$ cat src/rtl/store_perf_monitor_pkg.sv
`default_nettype none
// +----------------------------------------------------------------------+
// | monitor_pkg : shared state encodings and saturating increment helper |
// | Revision    : 1.0                                                    |
// +----------------------------------------------------------------------+
package monitor_pkg;

    localparam int MAX_NUM_WIN = 8;
    localparam int MAX_CNT_W   = 64;

    typedef enum logic [1:0] {
        ST_IDLE  = 2'd0,
        ST_RUN   = 2'd1,
        ST_DRAIN = 2'd2,
        ST_DONE  = 2'd3
    } mon_state_t;

    // Increment that holds at the all-ones value of a width-bit counter.
    function automatic logic [MAX_CNT_W-1:0] sat_inc(
        input logic [MAX_CNT_W-1:0] value,
        input int                   width
    );
        logic [MAX_CNT_W-1:0] limit;
        limit = (width >= MAX_CNT_W) ? {MAX_CNT_W{1'b1}}
                                     : ((64'd1 << width) - 64'd1);
        return (value >= limit) ? value : value + 64'd1;
    endfunction

endpackage
`default_nettype wire

$ cat src/rtl/store_perf_monitor_addr_window_match.sv
`default_nettype none
// +----------------------------------------------------------------------+
// | addr_window_match : inclusive range match with event counter and     |
// |                     last-matching-address register                   |
// | Revision          : 1.0                                              |
// +----------------------------------------------------------------------+
module addr_window_match
    import monitor_pkg::*;
#(
    parameter int ADDR_W = 32,
    parameter int CNT_W  = 32
) (
    input  logic              clk,
    input  logic              reset,
    input  logic              clear,
    input  logic              i_store_event,
    input  logic [ADDR_W-1:0] i_store_addr,
    input  logic [ADDR_W-1:0] i_win_base,
    input  logic [ADDR_W-1:0] i_win_last,
    output logic [CNT_W-1:0]  o_win_events,
    output logic [ADDR_W-1:0] o_win_last_addr
);

    logic              w_hit;
    logic [CNT_W-1:0]  r_events;
    logic [ADDR_W-1:0] r_last_addr;

    // An inverted window (base > last) can never satisfy both bounds.
    assign w_hit = i_store_event
                && (i_store_addr >= i_win_base)
                && (i_store_addr <= i_win_last);

    always_ff @(posedge clk or negedge reset) begin
        if (!reset) begin
            r_events    <= '0;
            r_last_addr <= '0;
        end else if (clear) begin
            r_events    <= '0;
            r_last_addr <= '0;
        end else if (w_hit) begin
            r_events    <= CNT_W'(sat_inc(MAX_CNT_W'(r_events), CNT_W));
            r_last_addr <= i_store_addr;
        end
    end

    assign o_win_events    = r_events;
    assign o_win_last_addr = r_last_addr;

endmodule
`default_nettype wire

$ cat src/rtl/store_perf_monitor.sv
`default_nettype none
// +----------------------------------------------------------------------+
// | store_perf_monitor : loop-window timer and store trace statistics    |
// | Revision           : 1.0                                             |
// +----------------------------------------------------------------------+
module store_perf_monitor
    import monitor_pkg::*;
#(
    parameter int ADDR_W       = 32,
    parameter int CNT_W        = 32,
    parameter int NUM_WIN      = 2,
    parameter int DRAIN_CYCLES = 1000
) (
    input  logic                      clk,
    input  logic                      reset,
    input  logic                      clear,
    input  logic [ADDR_W-1:0]         fetch_pc,
    input  logic [ADDR_W-1:0]         start_pc,
    input  logic [ADDR_W-1:0]         done_addr,
    input  logic                      store_valid,
    input  logic [ADDR_W-1:0]         store_addr,
    input  logic [NUM_WIN*ADDR_W-1:0] win_base,
    input  logic [NUM_WIN*ADDR_W-1:0] win_last,
    output logic [1:0]                state,
    output logic [CNT_W-1:0]          cycle_count,
    output logic [CNT_W-1:0]          loop_cycles,
    output logic [CNT_W-1:0]          store_cycles,
    output logic [CNT_W-1:0]          store_events,
    output logic [ADDR_W-1:0]         addr_min,
    output logic [ADDR_W-1:0]         addr_max,
    output logic [NUM_WIN*CNT_W-1:0]  win_events,
    output logic [NUM_WIN*ADDR_W-1:0] win_last_addr,
    output logic                      done,
    output logic                      done_pulse
);

    localparam int c_DRAIN_W = (DRAIN_CYCLES > 0) ? $clog2(DRAIN_CYCLES + 1) : 1;

    function automatic logic [CNT_W-1:0] inc_sat(input logic [CNT_W-1:0] value);
        return CNT_W'(sat_inc(MAX_CNT_W'(value), CNT_W));
    endfunction

    mon_state_t           r_state;
    mon_state_t           w_state_nxt;
    logic                 w_start_latch;
    logic                 w_end_latch;
    logic                 w_done_set;
    logic                 w_event;

    logic                 r_prev_store;
    logic [CNT_W-1:0]     r_cycle_count;
    logic [CNT_W-1:0]     r_start_cycle;
    logic [CNT_W-1:0]     r_end_cycle;
    logic [CNT_W-1:0]     r_loop_cycles;
    logic [CNT_W-1:0]     r_store_cycles;
    logic [CNT_W-1:0]     r_store_events;
    logic [ADDR_W-1:0]    r_addr_min;
    logic [ADDR_W-1:0]    r_addr_max;
    logic [c_DRAIN_W-1:0] r_drain_cnt;
    logic                 r_done;
    logic                 r_done_pulse;

    // A store held for several cycles is one event: only its first cycle counts.
    assign w_event = store_valid & ~r_prev_store;

    always_ff @(posedge clk or negedge reset) begin
        if (!reset) begin
            r_state <= ST_IDLE;
        end else if (clear) begin
            r_state <= ST_IDLE;
        end else begin
            r_state <= w_state_nxt;
        end
    end

    always_comb begin
        w_state_nxt   = r_state;
        w_start_latch = 1'b0;
        w_end_latch   = 1'b0;
        w_done_set    = 1'b0;
        case (r_state)
            ST_IDLE: begin
                // A done-address store seen here never completes the run.
                if (fetch_pc == start_pc) begin
                    w_state_nxt   = ST_RUN;
                    w_start_latch = 1'b1;
                end
            end
            ST_RUN: begin
                if (store_valid && (store_addr == done_addr)) begin
                    w_state_nxt = ST_DRAIN;
                    w_end_latch = 1'b1;
                end
            end
            ST_DRAIN: begin
                if (r_drain_cnt == '0) begin
                    w_state_nxt = ST_DONE;
                    w_done_set  = 1'b1;
                end
            end
            ST_DONE: begin
                w_state_nxt = ST_DONE;
            end
            default: begin
                w_state_nxt = ST_IDLE;
            end
        endcase
    end

    always_ff @(posedge clk or negedge reset) begin
        if (!reset) begin
            r_prev_store   <= 1'b0;
            r_cycle_count  <= '0;
            r_store_cycles <= '0;
            r_store_events <= '0;
            r_addr_min     <= '1;
            r_addr_max     <= '0;
        end else if (clear) begin
            r_prev_store   <= 1'b0;
            r_cycle_count  <= '0;
            r_store_cycles <= '0;
            r_store_events <= '0;
            r_addr_min     <= '1;
            r_addr_max     <= '0;
        end else begin
            r_prev_store  <= store_valid;
            r_cycle_count <= inc_sat(r_cycle_count);
            if (store_valid) begin
                r_store_cycles <= inc_sat(r_store_cycles);
            end
            if (w_event) begin
                r_store_events <= inc_sat(r_store_events);
                if (store_addr < r_addr_min) begin
                    r_addr_min <= store_addr;
                end
                if (store_addr > r_addr_max) begin
                    r_addr_max <= store_addr;
                end
            end
        end
    end

    always_ff @(posedge clk or negedge reset) begin
        if (!reset) begin
            r_start_cycle <= '0;
            r_end_cycle   <= '0;
            r_loop_cycles <= '0;
            r_drain_cnt   <= '0;
            r_done        <= 1'b0;
            r_done_pulse  <= 1'b0;
        end else if (clear) begin
            r_start_cycle <= '0;
            r_end_cycle   <= '0;
            r_loop_cycles <= '0;
            r_drain_cnt   <= '0;
            r_done        <= 1'b0;
            r_done_pulse  <= 1'b0;
        end else begin
            r_done_pulse <= w_done_set;
            if (w_done_set) begin
                r_done <= 1'b1;
            end
            if (w_start_latch) begin
                r_start_cycle <= r_cycle_count;
            end
            if (w_end_latch) begin
                r_end_cycle <= r_cycle_count;
                r_drain_cnt <= c_DRAIN_W'(DRAIN_CYCLES);
            end else if ((r_state == ST_DRAIN) && (r_drain_cnt != '0)) begin
                r_drain_cnt <= r_drain_cnt - c_DRAIN_W'(1);
            end
            // Cycle counters are monotone, so end >= start and the difference is safe.
            if (r_state == ST_DRAIN) begin
                r_loop_cycles <= inc_sat(r_end_cycle - r_start_cycle);
            end
        end
    end

    generate
        for (genvar gi = 0; gi < NUM_WIN; gi++) begin : g_win
            addr_window_match #(
                .ADDR_W (ADDR_W),
                .CNT_W  (CNT_W)
            ) u_match (
                .clk             (clk),
                .reset           (reset),
                .clear           (clear),
                .i_store_event   (w_event),
                .i_store_addr    (store_addr),
                .i_win_base      (win_base[gi*ADDR_W +: ADDR_W]),
                .i_win_last      (win_last[gi*ADDR_W +: ADDR_W]),
                .o_win_events    (win_events[gi*CNT_W +: CNT_W]),
                .o_win_last_addr (win_last_addr[gi*ADDR_W +: ADDR_W])
            );
        end
    endgenerate

    assign state        = r_state;
    assign cycle_count  = r_cycle_count;
    assign loop_cycles  = r_loop_cycles;
    assign store_cycles = r_store_cycles;
    assign store_events = r_store_events;
    assign addr_min     = r_addr_min;
    assign addr_max     = r_addr_max;
    assign done         = r_done;
    assign done_pulse   = r_done_pulse;

endmodule
`default_nettype wire

$ cat config.mk
export PLATFORM = sky130hd
export DESIGN_NAME = store_perf_monitor
export DESIGN_NICKNAME = d
export VERILOG_FILES = /design/src/rtl/store_perf_monitor_pkg.sv /design/src/rtl/store_perf_monitor_addr_window_match.sv /design/src/rtl/store_perf_monitor.sv
export SDC_FILE = /design/constraint.sdc
export NUM_CORES = 1
export LEC_CHECK = 0
export ABC_AREA = 1
export CELL_PAD_IN_SITES_DETAIL_PLACEMENT = 1
export CELL_PAD_IN_SITES_GLOBAL_PLACEMENT = 1
export CORE_AREA = 8 8 289 291
export DETAILED_ROUTE_END_ITERATION = 16
export DIE_AREA = 0 0 297 299
export PLACE_DENSITY_LB_ADDON = 0.1
export SLEW_MARGIN = 5
export SYNTH_ARGS = -nofsm -noshare
export SYNTH_HDL_FRONTEND = slang
export SYNTH_SLANG_ARGS = --single-unit
$ cat constraint.sdc
create_clock -name clk -period 3.3 [get_ports clk]
set_clock_uncertainty 0.15 [all_clocks]
set_input_delay 0.66 -clock clk [delete_from_list [all_inputs] [get_ports clk]]
set_output_delay 0.66 -clock clk [all_outputs]
set_load 0.1 [all_outputs]
==> results.md, run 1 <==
- Status: finished, final reports clean
- Worst Setup Start Kind: primary input
- Busiest metal layer after global routing: met2
- Worst Tran Pin Value: 0.864 ns
- Worst Setup End Kind: register
- Setup violators final: 0
- Cell mode on critical path: nand2_1
- Clock share of power: 38.5%
- H-tree depth: 2
- Internal power: 9.84 mW
- Syn nets: 4841
- Max Cap Viol: 0
- Reg clk slew, reported paths: 0.06 ns
- Post-synth EDFFs: 0
- HP Start: loop_cycles[15]
- Synth warnings: 0
- Sequential power share: 34.0%
- Synth cell types: 54
- Final Max Slew Viols: 0
- Die Wd: 297 um
- Register bit total from synthesis: 399
- Synthesized cell area: 29700 um2
- Crit Path Category: primary input to register
- Num CTS Buffers: 50
- Die ar.: 88800 um2
- Worst slack, placed: -0.667 ns
- Worst r2r src: r_start_cycle[0]
- Core Box Area: 78600 um2
- Total GRT Usage: 29.0%
- Top post-synthesis cells by area: dfrtp_1, nand2_1, ha_1, inv_1, nor2_1
- Pleak: 19.9 nW
- Fillcell total: 10149
- Row count: 103
- Die height: 299 um
- Reg-to-Reg End: loop_cycles[18]
- Initial DRC count: 1490
- Antenna violations before repair: 20
- Ys flop type: dfrtp_1
- Routability-driven placement congestion ratio: 0.937
- I/O pins: 584
- DR vias: 32264
- Layout cell share with drive strength beyond 1: 17.3%
- First-pass GRT wire length: 205000 um
- Tcrit/Tclk final: 97.2%
- Max Fanout on Critical Path: 32
- Pwr Total: 15.4 mW
- Reg area: 10000 um2
- Dpl hpwl: 109000 um
- Power per standard cell area: 388 nW/um2
- PortBufs: 583
- Setup slack, reg-to-reg: 0.14 ns
- Vias in the first global route: 34350
- Comb pwr share: 27.6%
- CP required: 3.66 ns
- Max_slew headroom: 42.4%
- Maximum clock rate: 0.312 GHz
- Post-DR vias/cell: 5.18
- Met3 GRT Util: 6.92%
- Hold Path Cell Cnt: 2
- Total Wirelength: 133000 um
- Cell taking the most area after synthesis: dfrtp_1
- Cells after Synth: 4351
- Clock Latency Late Sink: 0.63 ns
- Crit path time final: 3.21 ns
- Worst path max stage delay: 0.48 ns
- Worst vdd ir: 515 uV
- Psw: 5.60 mW
- Worst hold-check path type: register to register
- Synth top area share: 30.9%
- Final ANT Viol Nets: 0
- Worst path cell trace: clkdlybuf4s50_1 -> buf_4 -> buf_4 -> ha_1 -> nand2_1 -> o21ai_0 -> nand4_1 -> o211ai_1 -> nand3_1 -> nand4_1 -> nand3_1 -> buf_4 -> nand2_2 -> nand2_1 -> buf_12 -> nand2_1 -> nand2_1
- Maximum clock path buffer count: 3
- CTS root buffer: clkbuf_16
- RSZ-0062 raised after global routing: yes
- Seq/Total Area, Yosys: 33.7%
- Met2 usage in global routing: 51.9%
- Met1 usage: 33.9%
- R2r worst-path depth: 18
- CTS tree: done
- Final #Nets: 5616
- Area delta synth->final: 34.1%
- Sw frac: 36.3%
- DRC errors left: 0
- # clock sinks: 399
- Initial DRT Pass Iterations: 5
- Setup TNS: 0 ns
- Post-synth ARST share: 100%
- Avg Cell Area, Syn: 6.83 um2
- Largest net degree at the start of global routing: 100
- Worst EP arrival: 3.57 ns
- Critical path's slowest cell: clkdlybuf4s50_1
- Multi-input gate area: 17200 um2
- Gr ovfl total: 0
- Final hold violation count: 0
- WL/cell: 21.4 um
- Setup WS post-layout: 0.0910 ns
- Initial Util: 37.8%
- Worst hold path endpoint: loop_cycles[15]
## cell type report
class	count	area share, %
multi-input combinational	3219	43.3
clock buffer	69	3.60
antenna	11	0.0691
inverter	632	5.97
clock inverter	25	0.873
timing repair buffer	824	17.8
sequential	399	25.2
tap	1050	3.30
## flip-flops by register name, summed over array words and instances (netlist names)
signal                         count
r_drain_cnt                       10
r_end_cycle                       32
addr_min                          32
r_start_cycle                     32
cycle_count                       32
loop_cycles                       32
done_pulse                         1
store_events                      32
r_prev_store                       1
store_cycles                      32
addr_max                          32
state                              2
g_win.u_match.o_win_events        64
done                               1
g_win.u_match.o_win_last_addr     64
## worst max-delay path by stage
stage,from,to,cells past startpoint
2_1_floorplan,g_win[0].u_match.o_win_events[0],g_win[0].u_match.o_win_events[20],14
3_3_place_gp,store_addr[21],g_win[0].u_match.o_win_events[21],15
3_5_place_dp,store_addr[21],g_win[0].u_match.o_win_events[26],15
4_1_cts,r_start_cycle[0],loop_cycles[31],21
5_1_grt,r_end_cycle[5],loop_cycles[21],18
6_report,store_addr[18],g_win[0].u_match.o_win_events[7],17
## worst max-delay path, delay by kind of cell
kind | cells | cell delay [ns]
adder cells (fa/ha/maj) | 1 | 0.29
AND/OR/NAND/NOR | 9 | 1.03
AO/OA/AOI/OAI | 2 | 0.39
buffers and inverters | 5 | 1.19
## stage by stage
step	cells	utilization (%)	area, um2	hold slack, ns
2_1_floorplan	4351	-	29700	0.214
3_3_place_gp	6119	47.9	37700	0.309
3_5_place_dp	6119	47.9	37700	0.316
4_1_cts	6214	50.2	39500	0.331
5_1_grt	6226	50.7	39800	0.347
6_report	6229	50.7	39800	0.328
## synth_stat cells, types with 7 or more instances
cell type     n
nand2_2      26
inv_2        31
nor2_2       18
nand3_1     275
buf_1         7
buf_2        15
o21a_1       14
o31ai_1      24
o21ai_0     228
clkbuf_1     74
nor4_1       54
nor2_1      378
dfstp_2      32
dfrtp_1     367
a21oi_1     169
nand3b_1     10
nor2_4        8
nand4_1     102
nand3_2      11
ha_1        229
xnor2_1      37
inv_1       598
nor3_1      129
a211oi_1     11
xor2_1       79
nand2_1    1324
or2_2        27
## metal layers
layer	wire length, um	vias to the layer above
met2	66600	704
met3	7650	227
met4	4950	16
met5	106	-
met1	54000	15724
li1	-	15593
## what timing repair did
action                                  CTS  global route
pin swaps                                 0            11
hold buffers                              1             0
gates resized for setup                   4            84
gates cloned                              0             1
endpoints found under the hold margin    41             0
setup buffers                             0             3
endpoints found under the setup margin   11            95
## kinds of logic (layout without fill, tap and decap cells)
| family | Yosys count | in the layout | synth area share [%] |
|---|---|---|---|
| adder cells (fa/ha/maj) | 230 | 230 | 9.71 |
| XOR/XNOR | 116 | 116 | 3.42 |
| AO/OA/AOI/OAI | 491 | 491 | 9.06 |
| AND/OR/NAND/NOR | 2381 | 2382 | 34.6 |
| buffers and inverters | 734 | 1550 | 9.43 |
| flip-flops | 399 | 399 | 33.7 |
| other | 0 | 11 | 0 |
## layout by cell type (no fill, tap or decap), types with 8 or more instances in the layout
cell             synthesis  layout
o31ai_1                 24      24
dfrtp_1                367     367
clkbuf_8                 0      11
nand2_1               1324    1304
ha_2                     0      13
nor2_4                   8      15
ha_1                   229     213
diode_2                  0      11
clkbuf_16                0      50
a211oi_1                11      10
nand3b_1                10      10
xor2_1                  79      79
or2_2                   27      27
buf_12                   0      18
clkdlybuf4s50_1          0     257
nor2_1                 378     360
nand3_1                275     266
nor3_1                 129     127
inv_2                   31      33
nor4_1                  54      51
a21oi_1                169     166
clkbuf_1                74       8
dfstp_2                 32      32
o21a_1                  14      14
xnor2_1                 37      37
nor2_2                  18      29
nand4_1                102     102
inv_1                  598     595
o21ai_0                228     227
nand2_2                 26      44
buf_4                    5     545
nand3_2                 11      18
## power groups by stage
stage / registers, mW / clock network, mW / logic, mW
finish: 5.24 / 5.94 / 4.25
global route: 5.26 / 6.24 / 4.58
CTS: 5.24 / 6.06 / 4.22
detailed placement: 5.32 / 0 / 4.19
global placement: 5.32 / 0 / 4.12
floorplan: 6.45 / 0 / 1.33
(Power assumes the default switching activity.)
==> run 2: changes to the inputs <==
--- a/config.mk
+++ b/config.mk
@@ -12,6 +12,7 @@
 export DETAILED_ROUTE_END_ITERATION = 16
 export DIE_AREA = 0 0 297 299
 export PLACE_DENSITY_LB_ADDON = 0.1
+export SKIP_LAST_GASP = 1
 export SLEW_MARGIN = 5
 export SYNTH_ARGS = -nofsm -noshare
 export SYNTH_HDL_FRONTEND = slang
==> run 2 against run 1 <==
Final area about the same; cell count did not move; via count down 0.22%; clock-buffer cell count stayed put; setup slack worse by 0.0030 ns; critical endpoint unchanged; non-clock buffer count unchanged.
==> results.md, run 2 (same netlist as run 1, synthesis figures left out) <==
- Total GRT Usage: 29.0%
- Maximum clock rate: 0.311 GHz
- DRC errors left: 0
- H-tree depth: 2
- Most common cell after layout, fill and taps aside: nand2_1
- Crit path time final: 3.21 ns
- Die Wd: 297 um
- First-pass GRT wire length: 205000 um
- Initial Util: 37.8%
- R2r worst-path depth: 18
- Worst Setup Start Kind: primary input
- Total Wirelength: 133000 um
- Maximum clock path buffer count: 3
- Reg area: 10000 um2
- Die ar.: 88800 um2
- Clock Latency Late Sink: 0.63 ns
- Worst hold-check path type: register to register
- Worst hold path endpoint: loop_cycles[15]
- Initial DRC count: 1483
- Post-Layout Cell Count: 6229
- Multi-input gate area: 17200 um2
- HP Start: loop_cycles[15]
- Worst slack, placed: -0.667 ns
- Crit Path Category: primary input to register
- Setup violators final: 0
- Vias in the first global route: 34350
- Initial DRT Pass Iterations: 5
- Worst vdd ir: 515 uV
- Reg-to-Reg End: loop_cycles[18]
- # clock sinks: 399
- Placed cells: 6119
- Final ANT Viol Nets: 0
- Final hold violation count: 0
- Most frequent cells in the layout: nand2_1, inv_1, buf_4, dfrtp_1, nor2_1
- Worst path max stage delay: 0.48 ns
- Setup WS post-layout: 0.0879 ns
- Num CTS Buffers: 50
- Pleak: 19.9 nW
- Max Cap Viol: 0
- CTS root buffer: clkbuf_16
- Area delta synth->final: 34.0%
- Core Box Area: 78600 um2
- Worst r2r src: r_start_cycle[0]
- Worst Setup End Kind: register
- Worst Tran Pin Value: 0.848 ns
- Power per standard cell area: 388 nW/um2
- CP required: 3.66 ns
- Reg clk slew, reported paths: 0.06 ns
- Tcrit/Tclk final: 97.3%
- Layout cell share with drive strength beyond 1: 17.2%
- Antenna violations before repair: 20
- Pwr Total: 15.4 mW
- Hold Path Cell Cnt: 2
- Fillcell total: 10148
- Die height: 299 um
- RSZ-0062 raised after global routing: yes
- Max Fanout on Critical Path: 32
- CTS tree: done
- WL/cell: 21.4 um
- DR vias: 32192
- Setup slack, reg-to-reg: 0.14 ns
- Gr ovfl total: 0
- Row count: 103
- Final #Nets: 5616
- Critical path's slowest cell: clkdlybuf4s50_1
- Status: finished, final reports clean
- Setup TNS: 0 ns
- Cell mode on critical path: nand2_1
- I/O pins: 584
- Worst path cell trace: clkdlybuf4s50_1 -> buf_4 -> buf_4 -> ha_1 -> nand2_1 -> o21ai_0 -> nand4_1 -> o211ai_1 -> nand3_1 -> nand4_1 -> nand3_1 -> buf_4 -> nand2_2 -> nand2_1 -> buf_12 -> nand2_1 -> nand2_1
- Max_slew headroom: 43.5%
- Post-DR vias/cell: 5.17
- Largest net degree at the start of global routing: 100
- PortBufs: 583
- Worst EP arrival: 3.58 ns
- Routability-driven placement congestion ratio: 0.937
- Final Max Slew Viols: 0
- Dpl hpwl: 109000 um
run 2: worst max path at each step:
stage,from,endpoint,slack [ns],cells past startpoint
finish,store_addr[18],g_win[0].u_match.o_win_events[7],0.09,17
detailed placement,store_addr[21],g_win[0].u_match.o_win_events[26],-0.67,15
global placement,store_addr[21],g_win[0].u_match.o_win_events[21],-0.55,15
global route,r_start_cycle[0],loop_cycles[0],-0.07,21
floorplan,g_win[0].u_match.o_win_events[0],g_win[0].u_match.o_win_events[20],0.1,14
CTS,r_start_cycle[0],loop_cycles[31],0.004,21
run 2: timing repair:
| action | CTS | global route |
|---|---|---|
| setup endpoints to repair | 11 | 95 |
| resized for setup | 4 | 78 |
| cloned | 0 | 1 |
| buffers inserted | 0 | 3 |
| endpoints found under the hold margin | 41 | 0 |
| hold buffers | 1 | 0 |
| pin swaps | 0 | 10 |
run 2: layer usage:
layer | global-route usage (%) | wire, um | up-vias
li1 | - | - | 15598
met3 | 6.92 | 7390 | 236
met2 | 51.9 | 66200 | 684
met1 | 33.9 | 54300 | 15658
met4 | 10.0 | 5200 | 16
met5 | 0 | 106 | -
run 2: area by class of cell:
class	instances	area share [%]
antenna	11	0.0692
clock buffer	69	3.60
inverter	632	5.97
tap	1050	3.30
clock inverter	25	0.874
sequential	399	25.2
timing repair buffer	824	17.8
multi-input combinational	3219	43.2
run 2: power breakdown:
part           switching [mW]  total [mW]  internal, mW
clock                    2.46        5.94          3.47
combinational            2.96        4.25          1.29
sequential              0.166        5.24          5.08
total                    5.59        15.4          9.84
run 2: critical path, delay by kind of cell:
family / cells / cell delay, ns
buf+inv: 5 / 1.19
compound gates: 2 / 0.40
simple gates: 9 / 1.04
fa+ha+maj: 1 / 0.29
run 2: through the flow:
| stage | hold slack [ns] | cell area, um2 | utilization [%] |
|---|---|---|---|
| 3_5_place_dp | 0.316 | 37700 | 47.9 |
| 6_report | 0.328 | 39800 | 50.6 |
| 3_3_place_gp | 0.309 | 37700 | 47.9 |
| 5_1_grt | 0.347 | 39800 | 50.6 |
| 2_1_floorplan | 0.214 | 29700 | - |
| 4_1_cts | 0.331 | 39500 | 50.2 |
==> run 3: changes to the inputs <==
--- a/config.mk
+++ b/config.mk
@@ -8,9 +8,10 @@
 export ABC_AREA = 1
 export CELL_PAD_IN_SITES_DETAIL_PLACEMENT = 1
 export CELL_PAD_IN_SITES_GLOBAL_PLACEMENT = 1
-export CORE_AREA = 8 8 289 291
+export CORE_AREA = 8 8 264 266
 export DETAILED_ROUTE_END_ITERATION = 16
-export DIE_AREA = 0 0 297 299
+export DIE_AREA = 0 0 272 274
+export DONT_BUFFER_PORTS = 1
 export PLACE_DENSITY_LB_ADDON = 0.1
 export SKIP_LAST_GASP = 1
 export SLEW_MARGIN = 5
==> run 3 against run 2 <==
Global-route usage up 3.5 points; the run now ends with negative hold slack, max-slew violations left; sequential cell count unchanged; combinational power down 34%; highest routed layer unchanged; final area down 12%; sequential share of layout area up 3.5 points; maximum frequency up 2.4%; sequential power up 11%; via count down 4.5%.
==> results.md, run 3 (same netlist as run 1, synthesis figures left out) <==
- Largest net degree at the start of global routing: 400
- Fillcell total: 8550
- Crit path time final: 3.14 ns
- CP required: 3.65 ns
- Max Cap Viol: 0
- Antenna violations before repair: 1
- Area delta synth->final: 17.4%
- Initial Util: 45.5%
- First-pass GRT wire length: 192000 um
- Crit Path Category: register to register
- DR vias: 30752
- Gr ovfl total: 0
- Reg-to-Reg End: loop_cycles[30]
- # clock sinks: 399
- H-tree depth: 2
- Die height: 274 um
- Utilization after layout: 53.4%
- Setup WS post-layout: 0.162 ns
- Internal power: 9.39 mW
- WL/cell: 22.6 um
- Inserted Diodes: 0
- Clock share of power: 40.6%
- Worst path cell trace: ha_2 -> nand2_1 -> inv_2 -> nand2_1 -> nor2_2 -> nand4_1 -> nand3_1 -> nand2_1 -> nand2_1 -> nand2_2 -> nor2_4 -> buf_4 -> nand3_1 -> nor2_1 -> nand3_1 -> nand3_1 -> nand2_1
- Hold_ws: -0.398 ns
- Sw frac: 35.2%
- Failing checks: negative hold slack, max-slew violations
- Vias in the first global route: 32630
- Reg clk slew, reported paths: 0.06 ns
- I/O pins: 584
- Worst Setup Start Kind: register
- Post-DR vias/cell: 5.57
- Sequential power share: 40.0%
- R2r worst-path depth: 17
- CTS root buffer: clkbuf_16
- Maximum clock rate: 0.319 GHz
- Die ar.: 74500 um2
- Tcrit/Tclk final: 95.1%
- CTS tree: done
- Most frequent cells in the layout: nand2_1, inv_1, dfrtp_1, nor2_1, buf_4
- Dpl hpwl: 99000 um
- Initial DRT Pass Iterations: 7
- Die Wd: 272 um
- Status: finished with violations
- Final Max Slew Viols: 150
- Final hold violation count: 371
- Worst Tran Pin Value: 1.72 ns
- Final #Nets: 5111
- Pleak: 17.6 nW
- Hold buffers post-CTS: 2
- Critical path's slowest cell: ha_2
- Worst slack, placed: -0.180 ns
- Most common cell after layout, fill and taps aside: nand2_1
- Core Box Area: 65300 um2
- Final ANT Viol Nets: 0
- Power per standard cell area: 415 nW/um2
- Worst path max stage delay: 0.42 ns
- Worst hold-check path type: primary input to async pin
- Row count: 94
- DRC errors left: 0
- Comb pwr share: 19.4%
- Worst EP arrival: 3.49 ns
- Worst Setup End Kind: register
- CP startpoint: r_end_cycle[17]
- PortBufs: 0
- Max Fanout on Critical Path: 6
- Multi-input gate area: 17100 um2
- Initial DRC count: 1700
- Routability-driven placement congestion ratio: 0.959
- Worst r2r src: r_end_cycle[17]
- Max_slew headroom: -14.4%
- Setup violators final: 0
- Total GRT Usage: 32.6%
- Maximum clock path buffer count: 3
- Worst vdd ir: 401 uV
- Psw: 5.10 mW
- Setup slack, reg-to-reg: 0.16 ns
- Layout cell share with drive strength beyond 1: 13.4%
- Reg area: 10000 um2
- Total Wirelength: 125000 um
- Num CTS Buffers: 48
- Clock Latency Late Sink: 0.62 ns
- Cell mode on critical path: nand2_1
-- run 3: changes by cell type in the layout (fill, tap and decap cells not counted), moves of 4 or more --
| cell | before | now |
|---|---|---|
| buf_4 | 545 | 311 |
| nand2_2 | 44 | 37 |
| diode_2 | 11 | 0 |
| nor2_1 | 361 | 357 |
| nand2_1 | 1305 | 1313 |
| buf_12 | 18 | 9 |
| clkdlybuf4s50_1 | 257 | 0 |
-- run 3: metal layers --
metal  vias up  GRT usage, %  part of all wire (%)
met2       808          56.7                    49
li1      14580             -                     -
met3       257          9.52                   7.6
met4         2          13.6                   4.9
met5         -             0                 0.011
met1     15105          37.1                    39
-- run 3: metrics by stage --
step                area [um2]  TNS, ns  power [mW]  instances
CTS                      34600        0        14.5       5519
global route             34900  -0.0482        15.0       5524
detailed placement       32800    -9.18        8.61       5428
floorplan                29700        0        7.78       4351
finish                   34900        0        14.5       5524
global placement         32800    -5.53        8.55       5428
-- run 3: power by group through the flow --
| stage | registers [mW] | clock network [mW] | logic [mW] |
|---|---|---|---|
| global route | 5.81 | 6.16 | 3.08 |
| global placement | 5.88 | 0 | 2.67 |
| detailed placement | 5.87 | 0 | 2.74 |
| finish | 5.80 | 5.88 | 2.82 |
| floorplan | 6.45 | 0 | 1.33 |
| CTS | 5.79 | 5.97 | 2.77 |
-- run 3: worst max-delay path by stage --
stage | endpoint | slack [ns]
floorplan | g_win[0].u_match.o_win_events[20] | 0.1
global placement | g_win[1].u_match.o_win_last_addr[12] | -0.12
detailed placement | g_win[1].u_match.o_win_last_addr[30] | -0.18
CTS | loop_cycles[1] | 0.003
global route | loop_cycles[28] | -0.02
finish | loop_cycles[30] | 0.16
-- run 3: repair_timing --
action,4_1_cts,5_1_grt
setup buffers,0,4
setup endpoints to repair,0,32
hold endpoints to repair,432,376
gates resized for setup,0,65
-- run 3: final cells by class --
cell class,count,area share (%)
Clock inverter,24,1.07
Clock buffer,65,3.92
Timing Repair Buffer,321,7.24
Inverter,632,6.82
Multi-Input combinational cell,3219,49.1
Tap cell,864,3.10
Sequential cell,399,28.7
-- run 3: critical path, delay by kind of cell (launching register included) --
family        cells  cell delay, ns
fa+ha+maj         1            0.42
simple gates     14            1.85
buf+inv           2            0.22
flops             1            0.38
